`src/rtl/dp_sink_aux_responder.sv`:
```
// Sink-side AUX responder: decodes framed native read/write requests against a
// small DPCD register window and returns a framed ACK/NACK/DEFER reply.
module dp_sink_aux_responder #(
  parameter logic [19:0] BASE_ADDR   = 20'h00000,
  parameter int          DEPTH       = 16,
  parameter int          REPLY_DELAY = 4
) (
  input  logic       clk,
  input  logic       rst_n,
  input  logic [7:0] rx_data,
  input  logic       rx_vld,
  input  logic       rx_frame,
  input  logic       defer_req,
  output logic [7:0] tx_data,
  output logic       tx_vld,
  output logic       tx_frame,
  output logic       busy,
  input  logic [7:0] dbg_addr,
  output logic [7:0] dbg_data
);

  localparam int          AW       = (DEPTH > 1) ? $clog2(DEPTH) : 1;
  localparam logic [20:0] WIN_LAST = {1'b0, BASE_ADDR} + 21'(DEPTH - 1);
  localparam logic [8:0]  DEPTH9   = 9'(DEPTH);
  localparam logic [7:0]  DELAY8   = 8'(REPLY_DELAY);

  typedef enum logic [2:0] {
    S_IDLE, S_RX_HDR, S_RX_DATA, S_CHECK, S_WAIT, S_TX_CMD, S_TX_DATA
  } state_t;

  state_t      state, state_nxt;
  logic [7:0]  hdr [4];
  logic [7:0]  wbuf [16];
  logic [7:0]  regs [DEPTH];
  logic [4:0]  cnt;
  logic        ovf;
  logic        armed;
  logic [7:0]  wait_cnt;
  logic [7:0]  reply_code;
  logic        has_data;
  logic [3:0]  tx_cnt;
  logic [7:0]  rd_ptr;

  logic [3:0]  cmd;
  logic [19:0] addr;
  logic [7:0]  len;
  logic [7:0]  offset;
  logic        rx_take, is_wr, is_rd, malformed, in_range, nack, commit;

  always_comb begin
    cmd       = hdr[0][7:4];
    addr      = {hdr[0][3:0], hdr[1], hdr[2]};
    len       = hdr[3];
    offset    = addr[7:0] - BASE_ADDR[7:0];
    rx_take   = rx_frame && rx_vld &&
                ((state == S_IDLE && armed) || state == S_RX_HDR || state == S_RX_DATA);
    is_wr     = (cmd == 4'b1000);
    is_rd     = (cmd == 4'b1001);
    malformed = ovf || (cnt < 5'd4) ||
                (is_wr && ({4'd0, cnt} != ({1'b0, len} + 9'd5))) ||
                (is_rd && (cnt != 5'd4));
    // 21-bit sum so a request near the top of the address space cannot wrap into range
    in_range  = (len <= 8'd15) && (addr >= BASE_ADDR) &&
                (({1'b0, addr} + {13'd0, len}) <= WIN_LAST);
    nack      = !(is_wr || is_rd) || !in_range;
    commit    = (state == S_CHECK) && !malformed && !defer_req && !nack && is_wr;
  end

  always_comb begin
    state_nxt = state;
    case (state)
      S_IDLE:    if (rx_frame && armed) state_nxt = S_RX_HDR;
      S_RX_HDR:  begin
        if (!rx_frame)                    state_nxt = S_CHECK;
        else if (rx_take && cnt == 5'd3)  state_nxt = S_RX_DATA;
      end
      S_RX_DATA: if (!rx_frame) state_nxt = S_CHECK;
      S_CHECK:   begin
        if (malformed)              state_nxt = S_IDLE;
        else if (REPLY_DELAY == 0)  state_nxt = S_TX_CMD;
        else                        state_nxt = S_WAIT;
      end
      S_WAIT:    if (wait_cnt == 8'd0) state_nxt = S_TX_CMD;
      S_TX_CMD:  state_nxt = S_TX_DATA;
      S_TX_DATA: if (!has_data) state_nxt = S_IDLE;
      default:   state_nxt = S_IDLE;
    endcase
  end

  always_ff @(posedge clk or negedge rst_n) begin
    if (!rst_n) state <= S_IDLE;
    else        state <= state_nxt;
  end

  always_ff @(posedge clk or negedge rst_n) begin
    if (!rst_n) begin
      for (int i = 0; i < 4; i++)     hdr[i]  <= 8'd0;
      for (int i = 0; i < 16; i++)    wbuf[i] <= 8'd0;
      for (int i = 0; i < DEPTH; i++) regs[i] <= 8'd0;
      cnt        <= 5'd0;
      ovf        <= 1'b0;
      armed      <= 1'b0;
      wait_cnt   <= 8'd0;
      reply_code <= 8'd0;
      has_data   <= 1'b0;
      tx_cnt     <= 4'd0;
      rd_ptr     <= 8'd0;
      tx_data    <= 8'd0;
      tx_vld     <= 1'b0;
      tx_frame   <= 1'b0;
    end else begin
      // A new request is accepted only after rx_frame has been seen low while idle
      if (state == S_IDLE && !rx_frame)              armed <= 1'b1;
      else if (state == S_IDLE && rx_frame && armed) armed <= 1'b0;

      if (rx_take) begin
        if (cnt == 5'd20) ovf <= 1'b1;
        else begin
          if (cnt < 5'd4) hdr[cnt[1:0]] <= rx_data;
          else            wbuf[4'(cnt - 5'd4)] <= rx_data;
          cnt <= cnt + 5'd1;
        end
      end else if (state == S_IDLE) begin
        cnt <= 5'd0;
        ovf <= 1'b0;
      end

      for (int j = 0; j < DEPTH; j++) begin
        if (commit && (8'(j) >= offset) && ((8'(j) - offset) <= len))
          regs[j] <= wbuf[4'(8'(j) - offset)];
      end

      case (state)
        S_CHECK: begin
          cnt        <= 5'd0;
          ovf        <= 1'b0;
          wait_cnt   <= DELAY8 - 8'd1;
          reply_code <= defer_req ? 8'h20 : (nack ? 8'h10 : 8'h00);
          has_data   <= !defer_req && !nack && is_rd;
          tx_cnt     <= len[3:0];
          rd_ptr     <= offset;
        end
        S_WAIT: wait_cnt <= wait_cnt - 8'd1;
        S_TX_CMD: begin
          tx_data  <= reply_code;
          tx_vld   <= 1'b1;
          tx_frame <= 1'b1;
        end
        S_TX_DATA: begin
          if (has_data) begin
            tx_data <= regs[rd_ptr[AW-1:0]];
            rd_ptr  <= rd_ptr + 8'd1;
            if (tx_cnt == 4'd0) has_data <= 1'b0;
            else                tx_cnt   <= tx_cnt - 4'd1;
          end else begin
            tx_data  <= 8'd0;
            tx_vld   <= 1'b0;
            tx_frame <= 1'b0;
          end
        end
        default: ;
      endcase
    end
  end

  assign busy     = (state != S_IDLE);
  assign dbg_data = ({1'b0, dbg_addr} < DEPTH9) ? regs[dbg_addr[AW-1:0]] : 8'd0;

endmodule

```
`config.mk`:
```
export PLATFORM = sky130hd
export DESIGN_NAME = dp_sink_aux_responder
export DESIGN_NICKNAME = d
export VERILOG_FILES = /design/src/rtl/dp_sink_aux_responder.sv
export SDC_FILE = /design/constraint.sdc
export NUM_CORES = 1
export LEC_CHECK = 0
export CORE_MARGIN = 4
export CORE_UTILIZATION = 58
export DETAILED_ROUTE_END_ITERATION = 7
export PLACE_DENSITY = 0.84
export SYNTH_ARGS = -nofsm -noshare
export SYNTH_HDL_FRONTEND = slang
export SYNTH_SLANG_ARGS = --single-unit
```
`constraint.sdc`:
```
create_clock -name clk -period 4.5 [get_ports clk]
set_input_delay 0.9 -clock clk [delete_from_list [all_inputs] [get_ports clk]]
set_output_delay 0.9 -clock clk [all_outputs]
set_load 0.03 [all_outputs]
```
==> reports/qor.csv, run 1 <==
stage,metric,value,unit
clocking,h-tree-depth,2,
timing,fmax,235.6,MHz
critical_path,cp-start-kind,flip-flop,
routing,dr_wl_met2,32.44,mm
routing,wl_met3,10.07,mm
cells_and_area,finish.utilization,0.6480,
cells_and_area,syn_to_final_growth,9.569,%
power,power.density,574.0,nW/um2
critical_path,endpoint_kind,flip-flop,
timing,fin_crit_sh,0.9433,
logic_synthesis,syn-cell-area,25030,um2
global_route,grt_usage,0.3056,
logic_synthesis,yosysMostFrequentCell,dfrtp_1,
clocking,tritoncts,done,
floorplan,pin_count,40,
critical_path,critPathArrivalTime,4.65,ns
logic_synthesis,synth_seq_area_share,0.3260,
timing,setup_viol_count_final,0,
critical_path,reg2reg_slack,0.26,ns
timing,grt_setup_unrepaired,false,
logic_synthesis,synth_common_cells,"dfrtp_1, mux2_2, mux4_2, mux2i_1, ha_1",
logic_synthesis,syn_inst,1921,
global_route,grt_pass1_wl,111.0,mm
logic_synthesis,synth_edf_count,0,
logic_synthesis,async_reset_ff_frac,1.000,
job,drv_cap,0,
placement,hpwl,51.88,mm
hold_path,hp-class,in2async,
floorplan,start_util,0.5914,
cells_and_area,fillers,2876,
routing,ant_nets,0,
floorplan,die_h,215.7,um
clocking,clock-root-buffer,clkbuf_16,
cells_and_area,nNetsFinal,2070,
logic_synthesis,yosysUniqueCellTypes,74,
routing,vias_per_cell,7.329,
critical_path,cp_max_fo,13,
floorplan,die_w,215.7,um
floorplan,die_area,46540,um2
cells_and_area,n_antenna_cell,0,
global_route,grt-ovfl-total,0,
critical_path,crit_required,4.91,ns
clocking,clk_pin_slew_worst_paths,0.06,ns
power,leakage,12.26,nW
routing,dr.pass1.iters,5,
routing,drt-met1-wl,26.54,mm
floorplan,core,42320,um2
floorplan,num_rows,75,
logic_synthesis,synth-main-ff-cell,dfrtp_1,
run_status,status,"complete, no violations",
critical_path,crit_type,reg2reg,
timing,final.setup.tns,0,ns
routing,drt_iter0_drc,2216,
timing,whs,0.3808,ns
placement,gp_congestion,1.007,
timing,tightest_slew,1.170,ns
logic_synthesis,ys_warn_count,0,
clocking,holdBufCountCts,0,
logic_synthesis,synth_top_area_share,0.3260,
logic_synthesis,synth_top_cell_by_area,dfrtp_1,
clocking,clk_latency,0.54,ns
timing,finalClockSkew,0.02526,ns
routing,totalWireLength,71.60,mm
global_route,antenna_found_initial,0,
global_route,grt_pass1_vias,18500,
timing,hold_violations,0,
timing,setup_ws,0.2550,ns
clocking,ctsLongestPathBuffers,3,
placement,io_buffers,39,
logic_synthesis,synthesis.nets,2069,
power,power,15.74,mW
cells_and_area,layout-drive-gt1-share,0.3715,
timing,slew-limit-headroom,0.2203,
routing,top_layer,met4,
routing,wl_per_cell,28.38,um
logic_synthesis,syn_avg_cell_area,13.03,um2
timing,slew_viol_final,0,
placement,post-place-ws,0.1457,ns
clocking,numCtsBuffers,38,
logic_synthesis,ys_ff_latch,326,
clocking,cts.sinks,326,
power,vdd_drop_max,0.3847,mV
timing,min_period,4.245,ns
global_route,grt_max_degree,135,
routing,drc,0,
logic_synthesis,yosys-top-cells-area,"dfrtp_1, mux4_2, mux2_2",
routing,route.vias.total,18490,
[area by class of cell]
cell class | instances | area (um2) | share of cell area
clock buffers | 55 | 1126 | 0.04106
clock inverters | 9 | 103.9 | 0.003787
inverters | 46 | 172.7 | 0.006296
multi-input cells | 1413 | 16240 | 0.5922
flip-flops and latches | 326 | 8168 | 0.2979
well taps | 577 | 721.9 | 0.02633
repair buffers | 97 | 890.9 | 0.03249
[where the power goes]
group | internal [mW] | switching [mW]
Sequential | 3.21 | 0.545
Combinational | 3.82 | 5.09
Clock | 1.84 | 1.23
Total | 8.88 | 6.86
[placed cells by master (no fill, tap or decap), types with 10 or more instances in the layout]
| cell type | count |
|---|---|
| dfrtp_1 | 322 |
| mux2_2 | 288 |
| mux4_2 | 272 |
| mux2i_1 | 135 |
| ha_1 | 124 |
| nand2_1 | 80 |
| a21oi_1 | 57 |
| buf_4 | 57 |
| nor2_1 | 55 |
| xnor2_1 | 52 |
| o21ai_0 | 50 |
| inv_1 | 40 |
| clkbuf_16 | 40 |
| nand3_1 | 35 |
| a21o_1 | 34 |
| clkdlybuf4s50_1 | 33 |
| xor2_1 | 24 |
| nor2b_1 | 21 |
| nor3_1 | 18 |
| and3_1 | 13 |
| nand4_1 | 13 |
| a211oi_1 | 10 |
[registers in the layout, indices dropped and copies added, names as in the netlist, 2 cells and up]
register and cells:
addr 20, state 3, rd_ptr 4, regs 128
cmd 4, reply_code 2, wbuf 128, len 8
cnt 5, tx_cnt 4, tx_data 8, wait_cnt 8
[metal layers]
metal	vias to the layer above	GRT usage
li1	7527	-
met1	9418	0.4228
met2	1347	0.4552
met3	200	0.1091
met4	0	0.1014
met5	-	0
[worst paths after layout]
kind                         start       end  depth (start not counted)
min                          rst_n  state[0]                          1
max reg2reg                addr[1]  regs[85]                         12
min in group clk               ovf       ovf                          1
max                        addr[1]  regs[85]                         12
min reg2reg                    ovf       ovf                          1
max in group asynchronous    rst_n  addr[10]                          2
[kinds of logic (layout without fill, tap and decap cells)]
group,Yosys count,in the layout,share of synthesized area
AOI/OAI and AO/OA,224,224,0.06694
xor gates and xnor gates,82,82,0.02870
adders and majority gates,127,127,0.06409
buffers and inverters,182,207,0.02835
DFF,326,326,0.3260
muxes,695,695,0.4283
and+or+nand+nor,285,285,0.05764
[critical path, stage by stage (launching register included)]
cell	delay, ns
dfrtp_4	0.53
inv_1	0.09
ha_1	0.35
a211o_1	0.33
a311oi_4	0.39
o22ai_2	0.23
a2111oi_2	0.41
o311ai_1	0.15
or4_4	0.49
buf_4	0.22
a2111oi_4	0.29
buf_4	0.28
mux2_2	0.36
[per-stage QoR]
step,cell area [um2],instances
final,27420,2523
after detailed placement,26140,2458
after floorplan,25050,1921
after global placement,26140,2458
after global routing,27420,2523
after CTS,27370,2522
[repair_timing]
action	4_1_cts	5_1_grt
gates resized for setup	0	4
endpoints found under the hold margin	0	0
setup buffers	0	0
endpoints found under the setup margin	0	75
Note: power is estimated with default switching activity, not from simulation.
==> inputs of run 2 (changes only) <==
- CORE_UTILIZATION: 58 -> 39
- PLACE_DENSITY: 0.84 -> 0.62
==> reports/qor.csv, run 2 (same netlist as run 1, synthesis figures left out) <==
stage,metric,value,unit
floorplan,die_area,68290,um2
power,power.density,570.0,nW/um2
routing,route.vias.total,17620,
critical_path,cp-start-kind,flip-flop,
hold_path,hp-class,in2async,
timing,min_period,4.274,ns
global_route,grt_pass1_vias,17560,
floorplan,num_rows,92,
timing,final.setup.tns,0,ns
clocking,postCtsSetupRepairBufs,0,
placement,io_buffers,39,
global_route,grt-ovfl-total,0,
routing,wl_per_cell,26.00,um
cells_and_area,final_common_cell,dfrtp_1,
power,leakage,12.31,nW
floorplan,pin_count,40,
timing,setup_viol_count_final,0,
global_route,antenna_found_initial,2,
clocking,clk_pin_slew_worst_paths,0.06,ns
job,drv_cap,0,
floorplan,core,63310,um2
placement,dpl_cell_area,26600,um2
timing,whs,0.3227,ns
clocking,clk_latency,0.56,ns
routing,totalWireLength,73.05,mm
timing,hold_violations,0,
global_route,grt_usage,0.2140,
cells_and_area,final_cell_mix,"dfrtp_1, mux2_2, mux4_2",
critical_path,endpoint_kind,flip-flop,
critical_path,crit_chain,ha_1 -> fa_1 -> a211oi_1 -> o41ai_2 -> o221a_2 -> a211oi_1 -> a41oi_1 -> or4_4 -> or4_1 -> mux2_2,
clocking,clock-root-buffer,clkbuf_16,
cells_and_area,layout-drive-gt1-share,0.3765,
routing,ant_nets,0,
cells_and_area,nNetsFinal,2083,
timing,fmax,234.0,MHz
critical_path,critPathArrivalTime,4.70,ns
global_route,grt_max_degree,89,
run_status,status,"complete, no violations",
power,vdd_drop_max,0.4178,mV
critical_path,slowest_stage,or4_1,
timing,grt_setup_unrepaired,false,
cells_and_area,stdcell_area,27870,um2
critical_path,crit_path_frequent_cell,a211oi_1,
cells_and_area,syn_to_final_growth,11.36,%
floorplan,die_h,261.3,um
placement,gp_congestion,0.9255,
timing,tightest_slew,1.178,ns
critical_path,reg2reg_depth,10,
routing,vias_per_cell,6.270,
timing,slew-limit-headroom,0.2147,
critical_path,cp_max_fo,8,
critical_path,crit_type,reg2reg,
floorplan,die_w,261.3,um
critical_path,crit_required,4.93,ns
clocking,cts.sinks,326,
routing,dr.pass1.iters,6,
clocking,tritoncts,done,
timing,slew_viol_final,0,
floorplan,start_util,0.3953,
timing,finalClockSkew,0.02204,ns
clocking,ctsLongestPathBuffers,3,
critical_path,crit_path_max_incr_delay,0.79,ns
placement,hpwl,54.99,mm
clocking,h-tree-depth,2,
clocking,numCtsBuffers,38,
routing,drc,0,
global_route,grt_pass1_wl,111.3,mm
routing,drt_iter0_drc,1802,
timing,fin_crit_sh,0.9498,
run 2: path summary, 6_finish.rpt:
kind,startpoint,to,slack [ns]
hold / removal,rst_n,regs[119],0.32
hold reg to reg,ovf,ovf,0.48
setup / recovery,addr[0],regs[69],0.23
setup reg to reg,addr[0],regs[69],0.23
min in group clk,ovf,ovf,0.48
max in group asynchronous,rst_n,regs[69],3.09
run 2: per-stage QoR:
| step | worst slack (ns) | cells | util | total power, mW |
|---|---|---|---|---|
| floorplan | 0.01870 | 1921 | - | 10.22 |
| global placement | 0.1748 | 2741 | 0.4202 | 12.45 |
| detailed placement | 0.1360 | 2741 | 0.4202 | 12.69 |
| CTS | 0.1073 | 2809 | 0.4401 | 15.88 |
| global route | 0.005126 | 2809 | 0.4402 | 16.96 |
| finish | 0.2258 | 2810 | 0.4402 | 15.89 |
run 2: per-layer routing:
layer / routed length [um] / GRT usage / vias to the layer above / part of all wire
met5: 13 / 0 / - / 0.00018
li1: - / - / 7543 / -
met2: 32620 / 0.3228 / 749 / 0.45
met4: 1786 / 0.05902 / 2 / 0.024
met1: 32480 / 0.3151 / 9228 / 0.44
met3: 6148 / 0.04477 / 97 / 0.084
run 2: layout make-up:
cell class / count / area (um2)
tap: 846 / 1059
timing repair buffer: 110 / 975.9
multi-input combinational: 1413 / 16230
inverter: 46 / 172.7
sequential: 326 / 8168
clock buffer: 59 / 1171
fill: 5711 / 35440
clock inverter: 9 / 91.34
antenna: 1 / 2.502
run 2: power by group:
part | total, mW | switching, mW | leakage (nW) | internal [mW]
clock network | 3.14 | 1.28 | 0.624 | 1.85
logic | 9.05 | 5.19 | 7.22 | 3.86
registers | 3.70 | 0.487 | 4.47 | 3.21
run 2: worst max-delay path, delay by kind of cell (launching register included):
| family | cells | cell delay (ns) |
|---|---|---|
| multiplexers | 1 | 0.37 |
| adder cells (fa/ha/maj) | 2 | 0.68 |
| AND/OR/NAND/NOR | 2 | 1.42 |
| AO/OA/AOI/OAI | 5 | 1.21 |
| flip-flops | 1 | 0.47 |
run 2: repair_timing:
action / CTS / global route
setup endpoints to repair: 0 / 2
gates resized for setup: 0 / 1
hold buffers: 0 / 0
